File: src/rtl/spw_tx_credit_fifo.sv
// spw_tx_credit_fifo: FWFT N-Char queue gated by SpaceWire FCT credit (host in, data_tx/txwrite_tx/ready_tx_data out, credit 0..56)
module spw_tx_credit_fifo #(
  parameter int DEPTH = 64,
  parameter int AW = 6
) (
  input  logic          pclk_tx,
  input  logic          rst_tx,
  input  logic [8:0]    host_data_i,
  input  logic          host_wr_i,
  output logic          host_full_o,
  output logic [AW:0]   fifo_count_o,
  output logic          overflow_o,
  input  logic          link_run_i,
  input  logic          gotfct_tx,
  output logic [5:0]    credit_o,
  output logic          credit_error_o,
  output logic [8:0]    data_tx,
  output logic          txwrite_tx,
  input  logic          ready_tx_data
);
  logic [8:0] mem [DEPTH];
  logic [AW-1:0] rp, wp;
  logic [AW:0] count;
  logic [5:0] credit;
  logic wr_ok, xfer, fct_ovf;
  logic [6:0] credit_sum;
  assign host_full_o = count == (AW+1)'(DEPTH);
  assign fifo_count_o = count;
  assign credit_o = credit;
  assign wr_ok = host_wr_i & ~host_full_o;
  assign txwrite_tx = link_run_i & (count != '0) & (credit != '0);
  assign xfer = txwrite_tx & ready_tx_data;
  assign fct_ovf = gotfct_tx & ({1'b0, credit} + 7'd8 > 7'd56);
  assign credit_sum = {1'b0, credit} + ((gotfct_tx & ~fct_ovf) ? 7'd8 : 7'd0) - {6'd0, xfer};
  assign data_tx = (count != '0) ? mem[rp] : 9'h000;
  always_ff @(posedge pclk_tx)
    if (wr_ok) mem[wp] <= host_data_i;
  always_ff @(posedge pclk_tx) begin
    if (rst_tx) begin
      rp <= '0;
      wp <= '0;
      count <= '0;
      credit <= '0;
      overflow_o <= 1'b0;
      credit_error_o <= 1'b0;
    end else begin
      rp <= rp + AW'(xfer);
      wp <= wp + AW'(wr_ok);
      count <= count + (AW+1)'(wr_ok) - (AW+1)'(xfer);
      credit <= link_run_i ? credit_sum[5:0] : 6'd0;
      overflow_o <= host_wr_i & host_full_o;
      credit_error_o <= link_run_i & fct_ovf;
    end
  end
endmodule

File: config.mk
export PLATFORM = sky130hd
export DESIGN_NAME = spw_tx_credit_fifo
export DESIGN_NICKNAME = d
export VERILOG_FILES = /design/src/rtl/spw_tx_credit_fifo.sv
export SDC_FILE = /design/constraint.sdc
export NUM_CORES = 1
export LEC_CHECK = 0
export BUFFER_PORTS_ARGS = -buffer_cell sky130_fd_sc_hd__buf_2
export CAP_MARGIN = 20
export CORE_ASPECT_RATIO = 0.9
export CORE_MARGIN = 5
export CORE_UTILIZATION = 37
export DETAILED_ROUTE_END_ITERATION = 12
export PLACE_DENSITY_LB_ADDON = 0.05
export SLEW_MARGIN = 20
export SYNTH_ARGS = -nofsm -noshare
export SYNTH_HDL_FRONTEND = slang
export SYNTH_SLANG_ARGS = --single-unit
File: constraint.sdc
create_clock -name pclk_tx -period 4.1 [get_ports pclk_tx]
set_clock_uncertainty 0.2 [all_clocks]
set_input_delay 0 -clock pclk_tx [delete_from_list [all_inputs] [get_ports pclk_tx]]
set_output_delay 0 -clock pclk_tx [all_outputs]
set_load 0.02 [all_outputs]
* After elaboration in Yosys (flattened, before gate mapping) *
Memories as Yosys holds them, arrays and structs flattened. A register that Yosys moved wholly into a read port is not among the register bits.
Index checks and enable logic that the tools add are counted.

operators by class
  bitwise operators = 11
  muxes and demuxes = 5
  equality and inequality tests = 1
  $mul = 0
  divide/modulo/power cells = 0
  shift operators = 0
  add/sub/neg operators = 7
  order comparisons = 1
  reductions and logical operators = 3

operators with widths
  cell                                                number
  adder 6 x 1 -> 6 bit                                2
  2-to-1 mux 9 bit                                    1
  AND 1 bit                                           8
  adder 6 x 4 -> 7 bit, second input constant         1
  adder 7 x 1 -> 7 bit                                1
  equality test 7 bit, second input constant          1
  > comparator 7 x 6 -> 1 bit, second input constant  1
  nonzero test 7 bit                                  1
  subtractor 7 x 1 -> 7 bit                           1
  adder 6 x 4 -> 6 bit                                1
  2-to-1 mux 6 bit                                    1
  nonzero test 6 bit                                  1
  subtractor 6 x 1 -> 6 bit                           1
  2-to-1 mux 4 bit                                    1
  NOT 1 bit                                           3
  2-to-1 mux 1 bit                                    2
  OR reduction 2 bit                                  1

storage, ports and cells
  memories = 1
  ROM bits = 0
  flip-flop bits (word level) = 27
  memory bits (writable) = 576
  bits of input ports = 15
  output and inout port bits = 26
  latch bits = 0
  word-level logic and storage cells = 35

memory list
  name  depth  bits a word  read ports  clocked after memory_dff  write ports  line  text
  mem   64     9            1           1                         1            21    logic [8:0] mem [DEPTH];

* Logic depth before layout (Yosys ltp) *
  word-level depth = 8
  gate-level depth with buffers = 17
  depth with buffers taken out = 17

* Worst setup path after synthesis *
No wires, ideal clock.

  path kind = flip-flop to flip-flop
  start = register count[2], in the netlist fifo_count_o[2]
  end = register count[6], in the netlist fifo_count_o[6]
  setup time = 0.132 ns
  slack = 0.622 ns
  buffers on the path = 0
  required time = 3.768 ns
  stages on the path, launching flop included = 18
  clock period less this slack = 3.478 ns
  data arrival time = 3.145 ns
  cell sequence = dfxtp_1 > inv_1 > ha_1 > nand3b_1 > or3_1 > and3_1 > and2_1 > ha_1 > inv_1 > ha_1 > inv_1 > fa_1 > nand2b_1 > a21oi_1 > o21ai_0 > a21oi_1 > or3_1 > a21oi_1

between the ends
  longest elaborated chain between the ends = 5
  elaborated cells on any way between the ends = 9
  those cells by class = add/sub: 2; eq/ne: 1; bitwise: 5; reduce/logical: 1

RTL lines
  element                    line  text
  start, declared            23    logic [AW:0] count;
  start signal, assigned     49    count <= count + (AW+1)'(wr_ok) - (AW+1)'(xfer);
  nonzero test 7 bit         31    assign txwrite_tx = link_run_i & (count != '0) & (credit != '0);
  AND 1 bit (2 in a row)     31
  named net txwrite_tx       18    output logic txwrite_tx,
  AND 1 bit                  32    assign xfer = txwrite_tx & ready_tx_data;
  subtractor 7 x 1 -> 7 bit  49

The timed path passes the listed nets, and every way through them passes these cells.
A chain may end at the register's enable or synchronous reset.

==> results.sh <==
export IMPL_maxCapViolCount=0
export IMPL_hpwl_um=38000
export IMPL_routed_wl_um=61200
export IMPL_gp_congestion=0.791
export IMPL_grt_max_degree=65
export IMPL_min_path_cells=3
export IMPL_cts_setup_buffers=0
export IMPL_seq_area_frac_synth_pct=74.8
export IMPL_syn_to_final_growth_pct=16.5
export IMPL_portBuffers=40
export IMPL_synth_largest_area_cell="edfxtp_1"
export IMPL_cts_resized=0
export IMPL_synth_seq_cells=603
export IMPL_io_pin_count=41
export IMPL_die_y_um=251
export IMPL_dpl_cell_area_mm2=0.0255
export IMPL_fin_crit_sh_pct=88.5
export IMPL_hp_class="in -> reg"
export IMPL_netlist_area_leader_share_pct=72.5
export IMPL_syn_area_mm2=0.0238
export IMPL_core_mm2=0.0640
export IMPL_ys_top_cells_by_area="edfxtp_1 (73%), mux4_2 (9.3%), mux2i_1 (4.9%)"
export IMPL_netlist_cell_type_count=44
export IMPL_timing_fmax_mhz=276
export IMPL_final_antenna_net_count=0
export IMPL_vias=11900
export IMPL_clock_latency_ns=0.59
export IMPL_reg2reg_depth=17
export IMPL_arrival_ns=3.43
export IMPL_worst_setup_path_start_kind="flip-flop"
export IMPL_worst_slack_ns=0.471
export IMPL_grt_pass1_wl_um=89600
export IMPL_path_max_fanout=15
export IMPL_overflow=0
export IMPL_cts_inserted_buffers=67
export IMPL_cts_tree="done"
export IMPL_finalSetupViolations=0
export IMPL_drive_above_1_share_pct=23.1
export IMPL_endpoint_kind="output port"
export IMPL_routedWlPerCell_um=26.5
export IMPL_drc=0
export IMPL_finalHoldViolCount=0
export IMPL_yosys_warnings=0
export IMPL_comb_power_share_pct=13.9
export IMPL_die_w_um=278
export IMPL_grt_pass1_vias=12400
export IMPL_final_cell_mix="edfxtp_1 (576), mux2i_1 (116), mux4_2 (99), buf_4 (89), nor2_1 (86)"
export IMPL_vdd_drop_max_mv=0.314
export IMPL_drt_vias_per_instance=5.15
export IMPL_final_common_cell="edfxtp_1"
export IMPL_ctsHtreeMaxLevel=3
export IMPL_rsz0062_at_grt="false"
export IMPL_first_pass_iters=5
export IMPL_drt_iter0_markers=822
export IMPL_fin_setup_tns_ns=0
export IMPL_placed_cells=2167
export IMPL_synthCells=1244
export IMPL_seqPwrFrac_pct=46.8
export IMPL_dieArea_mm2=0.0696
export IMPL_rows=88
export IMPL_slew_violations=0
export IMPL_clkPwrFrac_pct=39.3
export IMPL_nNetsFinal=1439
export IMPL_post_place_ws_ns=0.454
export IMPL_fillers=5660
export IMPL_cts_max_path_buffers=3
export IMPL_intPower_mw=11.2
export IMPL_slew_headroom_pct=30.9
export IMPL_postCtsHoldBufs=19
export IMPL_cts_sinks=603
export IMPL_outcome="complete, no violations"
export IMPL_grtUsageTotal_pct=17.5
export IMPL_swShare_pct=24.5
export IMPL_antenna_found_initial=2
export IMPL_total_power_mw=14.8
export IMPL_start_util_pct=37.3
export IMPL_avgSynthCellArea_um2=19.2
export IMPL_clockRootBuffer="clkbuf_16"
export IMPL_tightestPinTransition_ns=1.03
export IMPL_switchingPower_mw=3.62
export IMPL_syn_nets=1283
export IMPL_path_clk_slew_ns=0.06
export IMPL_postLayoutCellArea_mm2=0.0278
export IMPL_pwr_density_cell_mw_per_mm2=532
export IMPL_finalNonFillerCells=2308
export IMPL_cp_required_ns=3.90
export IMPL_finalCriticalPeriod_ns=3.63
export IMPL_p_leak_nw=8.68
export IMPL_path_class="reg -> out"
worst max-delay path, cell delays in order, from the launching register on:
cell and delay [ns]:
dfxtp_4 0.54, buf_4 0.32, mux4_2 0.52, mux2i_1 0.57, o21ai_0 0.28, a32o_1 0.40, buf_2 0.19
per-stage QoR:
stage	hold WS [ns]	util [%]
floorplan	-0.101	-
global placement	0.0344	39.8
detailed placement	0.0391	39.8
CTS	0.168	43.4
global route	0.211	43.4
finish	0.193	43.4
power by group through the flow:
stage	Clock (mW)	Combinational, mW	Sequential [mW]
floorplan	0	1.41	7.06
global placement	0	2.10	7.04
detailed placement	0	2.08	7.05
CTS	5.98	2.11	6.92
global route	6.24	2.24	6.93
finish	5.81	2.05	6.91
cells by family (layout without fill, tap and decap cells):
kind of cell             after synthesis  count (layout)  share of synthesized area (%)
AO/OA/AOI/OAI                        149             149                           4.08
XOR/XNOR                              15              15                          0.551
adder cells (fa/ha/maj)               24              24                           1.32
buffers and inverters                 88             296                           2.15
flip-flops                           603             603                           74.8
multiplexers                         216             216                           14.3
other                                  0               1                              0
AND/OR/NAND/NOR                      149             149                           2.85
final timing paths:
check / to / start / slack (ns)
max: data_tx[0] / rp[0]$_SDFF_PP0_ / 0.47
min: fifo_count_o[1]$_SDFF_PP0_ / rst_tx / 0.19
max reg2reg: fifo_count_o[6]$_SDFF_PP0_ / fifo_count_o[4]$_SDFF_PP0_ / 0.52
min reg2reg: rp[5]$_SDFF_PP0_ / rp[5]$_SDFF_PP0_ / 0.39
state kept, by name, summed over array words and instances (netlist names):
register        count
credit_o            6
wp                  6
fifo_count_o        7
credit_error_o      1
mem               576
overflow_o          1
rp                  6
cell type report:
type / instances / area [um2] / share of cell area [%]
tap: 855 / 1070 / 3.85
multi-input combinational: 553 / 5500 / 19.8
antenna: 1 / 2.50 / 0.00901
clock buffer: 89 / 1810 / 6.52
sequential: 603 / 17800 / 64.3
timing repair buffer: 154 / 1180 / 4.24
clock inverter: 32 / 283 / 1.02
inverter: 21 / 78.8 / 0.284
routing by layer:
metal	vias up	track usage [%]	routed length (um)
met2	219	27.1	28000
met3	83	3.45	2680
li1	5337	-	-
met1	6237	26.1	29500
met4	0	3.76	1080
met5	-	0	0
Yosys cell counts:
library cell and instances:
a211o_1 1, a211oi_1 18, a21o_1 3, a21oi_1 34, a221oi_1 10, a32o_1 8, and2_1 5, and3_1 1
buf_1 8, buf_12 3, buf_2 16, buf_4 3, buf_6 6, buf_8 5, clkbuf_1 26, dfxtp_1 27
edfxtp_1 576, fa_1 2, ha_1 22, inv_1 21, mux2_2 1, mux2i_1 116, mux4_2 99, nand2_1 14
nand2b_1 4, nand3_1 11, nand3b_1 4, nand4_1 2, nor2_1 86, nor2b_1 11, nor3_1 1, nor3b_1 2
nor4_1 1, o21ai_0 23, o21ai_1 16, o21bai_1 1, o221ai_1 16, o22ai_1 18, o31ai_2 1, or2_2 1
or3_1 4, or3b_2 2, xnor2_1 6, xor2_1 9
(Power assumes the default switching activity.)
